==> config.mk <==
export PLATFORM = sky130hd
export DESIGN_NAME = noise_period_lfsr
export DESIGN_NICKNAME = d
export VERILOG_FILES = /design/src/rtl/noise_pkg.sv /design/src/rtl/noise_period_rom.sv /design/src/rtl/noise_period_lfsr.sv
export SDC_FILE = /design/constraint.sdc
export NUM_CORES = 1
export LEC_CHECK = 0
export ABC_AREA = 1
export ABC_CLOCK_PERIOD_IN_PS = 1900
export BUFFER_PORTS_ARGS = -buffer_cell sky130_fd_sc_hd__buf_2
export CELL_PAD_IN_SITES_DETAIL_PLACEMENT = 1
export CELL_PAD_IN_SITES_GLOBAL_PLACEMENT = 2
export CORE_MARGIN = 2
export CORE_UTILIZATION = 30
export CTS_CLUSTER_SIZE = 24
export DETAILED_ROUTE_END_ITERATION = 8
export PLACE_DENSITY = 0.76
export REMOVE_ABC_BUFFERS = 1
export SLEW_MARGIN = 20
export SYNTH_ARGS = -nofsm -noshare
export SYNTH_HDL_FRONTEND = slang
export SYNTH_HIERARCHICAL = 1
export SYNTH_SLANG_ARGS = --single-unit
==> constraint.sdc <==
create_clock -name CLK -period 1.9 [get_ports CLK]
set_input_delay 0.19 -clock CLK [delete_from_list [all_inputs] [get_ports CLK]]
set_output_delay 0.19 -clock CLK [all_outputs]
set_load 0.01 [all_outputs]
==> src/rtl/noise_pkg.sv <==
// Shared constants for the noise channel: period tables per region,
// the long-mode feedback tap and the LFSR seed.
package noise_pkg;

    localparam int unsigned TABLE_W   = 12;
    localparam int unsigned LONG_TAP  = 1;
    localparam int unsigned LFSR_SEED = 1;

    typedef enum logic {
        REGION_NTSC = 1'b0,
        REGION_PAL  = 1'b1
    } region_e;

    function automatic logic [TABLE_W-1:0] ntsc_period(input logic [3:0] idx);
        logic [TABLE_W-1:0] p;
        case (idx)
            4'd0:    p = 12'd4;
            4'd1:    p = 12'd8;
            4'd2:    p = 12'd16;
            4'd3:    p = 12'd32;
            4'd4:    p = 12'd64;
            4'd5:    p = 12'd96;
            4'd6:    p = 12'd128;
            4'd7:    p = 12'd160;
            4'd8:    p = 12'd202;
            4'd9:    p = 12'd254;
            4'd10:   p = 12'd380;
            4'd11:   p = 12'd508;
            4'd12:   p = 12'd762;
            4'd13:   p = 12'd1016;
            4'd14:   p = 12'd2034;
            4'd15:   p = 12'd4068;
            default: p = 12'd4;
        endcase
        return p;
    endfunction

    function automatic logic [TABLE_W-1:0] pal_period(input logic [3:0] idx);
        logic [TABLE_W-1:0] p;
        case (idx)
            4'd0:    p = 12'd4;
            4'd1:    p = 12'd8;
            4'd2:    p = 12'd14;
            4'd3:    p = 12'd30;
            4'd4:    p = 12'd60;
            4'd5:    p = 12'd88;
            4'd6:    p = 12'd118;
            4'd7:    p = 12'd148;
            4'd8:    p = 12'd188;
            4'd9:    p = 12'd236;
            4'd10:   p = 12'd354;
            4'd11:   p = 12'd472;
            4'd12:   p = 12'd708;
            4'd13:   p = 12'd944;
            4'd14:   p = 12'd1890;
            4'd15:   p = 12'd3778;
            default: p = 12'd4;
        endcase
        return p;
    endfunction

endpackage

==> src/rtl/noise_period_rom.sv <==
// Combinational period lookup: 4-bit index to timer period for the
// region selected at elaboration.
import noise_pkg::*;

module noise_period_rom #(
    parameter int PERIOD_W = 12,
    parameter int REGION   = 0
) (
    input  logic [3:0]          NF,
    output logic [PERIOD_W-1:0] NNF
);

    logic [TABLE_W-1:0] table_s;

    // Region table select and zero-extension to the timer width
    always_comb begin
        table_s = 12'd0;
        if (REGION == int'(REGION_PAL)) begin
            table_s = pal_period(NF);
        end else begin
            table_s = ntsc_period(NF);
        end
        NNF = PERIOD_W'(table_s);
    end

endmodule

==> src/rtl/noise_period_lfsr.sv <==
// Noise channel core: latched period/mode, STEP-enabled reload timer and
// the noise LFSR clocked by each reload.
import noise_pkg::*;

module noise_period_lfsr #(
    parameter int PERIOD_W  = 12,
    parameter int LFSR_W    = 15,
    parameter int SHORT_TAP = 6,
    parameter int REGION    = 0
) (
    input  logic                CLK,
    input  logic                n_RES,
    input  logic                WR,
    input  logic [3:0]          NF,
    input  logic                MODE,
    input  logic                STEP,
    output logic [PERIOD_W-1:0] NNF,
    output logic                TICK,
    output logic                RND
);

    if (PERIOD_W < 12) begin : g_bad_period_w
        $error("noise_period_lfsr: PERIOD_W must be at least 12");
    end
    if (SHORT_TAP >= LFSR_W) begin : g_bad_short_tap
        $error("noise_period_lfsr: SHORT_TAP must be below LFSR_W");
    end

    localparam logic [PERIOD_W-1:0] TIMER_ZERO = {PERIOD_W{1'b0}};
    localparam logic [PERIOD_W-1:0] TIMER_ONE  = {{(PERIOD_W-1){1'b0}}, 1'b1};

    logic [3:0]          nf_r;
    logic                mode_r;
    logic [PERIOD_W-1:0] timer_r;
    logic [LFSR_W-1:0]   lfsr_r;
    logic                tick_r;

    logic [PERIOD_W-1:0] nnf_s;
    logic                reload_s;
    logic                fb_s;
    logic [PERIOD_W-1:0] timer_nxt_s;
    logic [LFSR_W-1:0]   lfsr_nxt_s;

    noise_period_rom #(
        .PERIOD_W (PERIOD_W),
        .REGION   (REGION)
    ) u_rom (
        .NF  (nf_r),
        .NNF (nnf_s)
    );

    // Reload decision, feedback selection and next-state for timer/LFSR.
    // The reload uses the currently latched index and mode, so a WR in the
    // same cycle only affects the following period.
    always_comb begin
        reload_s    = STEP && (timer_r == TIMER_ZERO);
        fb_s        = 1'b0;
        timer_nxt_s = timer_r;
        lfsr_nxt_s  = lfsr_r;
        if (mode_r) begin
            fb_s = lfsr_r[0] ^ lfsr_r[SHORT_TAP];
        end else begin
            fb_s = lfsr_r[0] ^ lfsr_r[LONG_TAP];
        end
        if (reload_s) begin
            timer_nxt_s = nnf_s - TIMER_ONE;
            lfsr_nxt_s  = {fb_s, lfsr_r[LFSR_W-1:1]};
        end else if (STEP) begin
            timer_nxt_s = timer_r - TIMER_ONE;
        end else begin
            timer_nxt_s = timer_r;
        end
    end

    // Control latches written by the host strobe
    always_ff @(posedge CLK or negedge n_RES) begin
        if (!n_RES) begin
            nf_r   <= 4'd0;
            mode_r <= 1'b0;
        end else if (WR) begin
            nf_r   <= NF;
            mode_r <= MODE;
        end else begin
            nf_r   <= nf_r;
            mode_r <= mode_r;
        end
    end

    // Timer, LFSR and reload pulse
    always_ff @(posedge CLK or negedge n_RES) begin
        if (!n_RES) begin
            timer_r <= TIMER_ZERO;
            lfsr_r  <= LFSR_W'(LFSR_SEED);
            tick_r  <= 1'b0;
        end else begin
            timer_r <= timer_nxt_s;
            lfsr_r  <= lfsr_nxt_s;
            tick_r  <= reload_s;
        end
    end

    assign NNF  = nnf_s;
    assign TICK = tick_r;
    assign RND  = ~lfsr_r[0];

endmodule

==> results_dict.tcl <==
set metrics [dict create \
    fillers 760 \
    fmax_ghz 0.539 \
    num_rows 28 \
    ir_drop_mv 0.351 \
    ant_nets 0 \
    status "finished, final reports clean" \
    viasPerCell 4.73 \
    cts-htree-levels 2 \
    post_synth.cell_area_avg_um2 7.44 \
    cts_sinks 33 \
    max_slew_margin_pct 49.7 \
    p_sw_share_pct 39.2 \
    ios 23 \
    drc_errors 0 \
    syn2layout_area_growth_pct 34.7 \
    clk_latency_ps 290 \
    cp.arrival_ps 2030 \
    worst_pin_slew_ps 755 \
    powerDensity_nw_per_um2 1070 \
    cts_made_buffers 5 \
    totalWireLength_mm 5.45 \
    grt_pass1_wl_mm 8.70 \
    wire_per_inst_um 14.3 \
    crit_fanout 3 \
    leakage_uw 0.00126 \
    netlist_area_um2 1890 \
    rsz0062_at_grt "true" \
    gp_congestion 0.771 \
    async_flop_share_pct 100 \
    final_util_pct 42.5 \
    clk_path_buf_depth 2 \
    diodes 0 \
    clkPwrFrac_pct 25.0 \
    grt_usage_pct 15.7 \
    start_util_pct 31.5 \
    antenna_found_initial 0 \
    worstSetupPathType "reg -> reg" \
    yosys-top-cells-area "dfrtp_1 42%, nand2_1 13%, o21ai_0 6.6%" \
    die_area_um2 6950 \
    register_area_um2 832 \
    synth_seq_cells 33 \
    instances_no_fill 382 \
    die_w_um 83.4 \
    hold_ws_ps 128 \
    cts_root_buffer "clkbuf_8" \
    cts_tree "yes" \
    overflow 0 \
    synth.distinct_cells 30 \
    end_kind "flop" \
    cap_viol_max_count 0 \
    yosysTopAreaCellShare_pct 42.4 \
    p_sw_uw 1070 \
    multi_input_area_um2 1020 \
    crit_chain "nor2_2 -> nand2_2 -> nor2_8 -> nand3b_1 -> nand2_2 -> ha_2 -> nand3_4 -> nor2_4 -> nand2_2 -> nor2_1 -> nand2_1 -> nand3_2 -> nand2_1" \
    hp-class "in -> reg" \
    grt_pass1_vias 1796 \
    yosys.cell_count.top_type "nand2_1" \
    cp_slowest_cell "dfrtp_1" \
    post-route-min-period_ps 1860 \
    fin_crit_sh_pct 97.7 \
    synth_commonest_cells "64 x nand2_1, 33 x inv_1, 32 x dfrtp_1, 31 x nor2_1, 25 x o21ai_0" \
    core-area_um2 5990 \
    dr.pass1.iters 4 \
    synth_top_area_cell "dfrtp_1" \
    cp_slowest_stage_delay_ps 400 \
    skew_ps 13.1 \
    drive_gt1_share_pct 37.8 \
    portBuffers 21 \
    synth-main-ff-cell "dfrtp_1" \
    routed-via-count 1806 \
    grt_max_degree 34 \
    final_nets 316 \
    finalHoldViolations 0 \
    synth_edf_count 0 \
    die_y_um 83.4 \
    dpl.hpwl_mm 3.91 \
    setup_viol 0 \
    p_seq_share_pct 32.7 \
    slew_viol_final 0 \
    cp_common_cell "nand2_2" \
    syn_inst 254 \
    required_ps 2080 \
    clk_pin_slew_ps 80 \
    intPower_uw 1660 \
    placed_cells 365 \
    yosysSeqAreaShare_pct 43.8 \
    yosysWarnings 6 \
    p_comb_share_pct 42.3 \
    cp-start-kind "flop" \
    drt_iter0_drc 43 \
]
==> logic make-up (layout without fill, tap and decap cells) <==
kind of cell	count (synthesis)	in the layout	share of synthesized area, %
flops	33	33	43.8
xor+xnor	3	3	1.39
buf+inv	44	97	9.80
fa+ha+maj	1	1	0.662
other cells	1	1	0.198
simple gates	131	131	31.1
mux	5	5	2.98
compound gates	36	36	10.1
==> state kept, by name, indices dropped and copies added (netlist names) <==
register	count
lfsr_r	15
timer_r	12
nf_r	4
TICK	1
mode_r	1
==> per-stage QoR <==
| step | setup TNS, ps | worst slack, ps | instance area (µm²) | total power (µW) |
|---|---|---|---|---|
| after floorplan | -301 | -89.2 | 1840 | 1450 |
| after global placement | -186 | -83.8 | 2210 | 1800 |
| after detailed placement | -591 | -182 | 2210 | 1820 |
| after CTS | 0 | 0.130 | 2390 | 2580 |
| after global routing | -373 | -72.8 | 2540 | 2910 |
| final | 0 | 43.9 | 2540 | 2730 |
==> what timing repair did <==
item	CTS	global route
gates resized for setup	12	39
setup endpoints to repair	6	9
hold endpoints to repair	20	0
pin swaps	5	13
hold buffers	1	0
setup buffers	3	5
==> final cells by class <==
type / instances / share of cell area [%]
Timing Repair Buffer: 52 / 13.4
Sequential cell: 33 / 32.7
Tap cell: 75 / 3.69
Clock buffer: 5 / 2.70
Clock inverter: 3 / 1.82
Multi-Input combinational cell: 177 / 40.1
Inverter: 37 / 5.65
==> critical path, delay by kind of cell (launching register included) <==
family | cells | cell delay [ps]
DFF | 1 | 400
adders and majority gates | 1 | 200
and+or+nand+nor | 12 | 1140
==> placed cells by master, fill, tap and decap left out, drive strengths merged <==
cell	netlist	routed
buf	5	51
nand3b	2	2
nand4	3	3
clkbuf	2	5
xor2	1	1
o21bai	2	2
clkinv	1	1
bufinv	0	1
mux2	5	5
nor2	36	36
xnor2	2	2
dfrtp	32	32
o21ai	29	29
nand2	68	68
inv	36	37
dfstp	1	1
a31oi	1	1
ha	1	1
clkinvlp	0	1
a21oi	4	4
dlygate4sd3	0	1
conb	1	1
nand3	22	22
==> path summary, 6_finish.rpt <==
kind / startpoint / to / slack [ps] / cells past startpoint
max reg2reg: timer_r[5]$_DFFE_PN0P_ / timer_r[10]$_DFFE_PN0P_ / 40 / 13
max in group asynchronous: n_RES / nf_r[0]$_DFFE_PN0P_ / 870 / 2
max: timer_r[5]$_DFFE_PN0P_ / timer_r[10]$_DFFE_PN0P_ / 40 / 13
min reg2reg: lfsr_r[4]$_DFFE_PN0N_ / lfsr_r[3]$_DFFE_PN0N_ / 480 / 2
min: NF[0] / nf_r[0]$_DFFE_PN0P_ / 130 / 2
min in group asynchronous: n_RES / lfsr_r[3]$_DFFE_PN0N_ / 490 / 2
==> per-layer routing <==
layer | part of all wire [%] | track usage (%) | vias up
met5 | 0 | 0 | -
met1 | 47 | 20.2 | 876
li1 | - | - | 902
met3 | 2.6 | 3.28 | 9
met4 | 1.8 | 4.77 | 0
met2 | 49 | 26.4 | 19
==> power by group through the flow <==
stage / logic [µW] / clock network [µW] / registers (µW)
floorplan: 564 / 0 / 881
CTS: 1000 / 703 / 877
global placement: 907 / 0 / 893
finish: 1160 / 684 / 892
detailed placement: 923 / 0 / 893
global route: 1280 / 722 / 907
No activity file was read; power rests on OpenSTA's default activity.
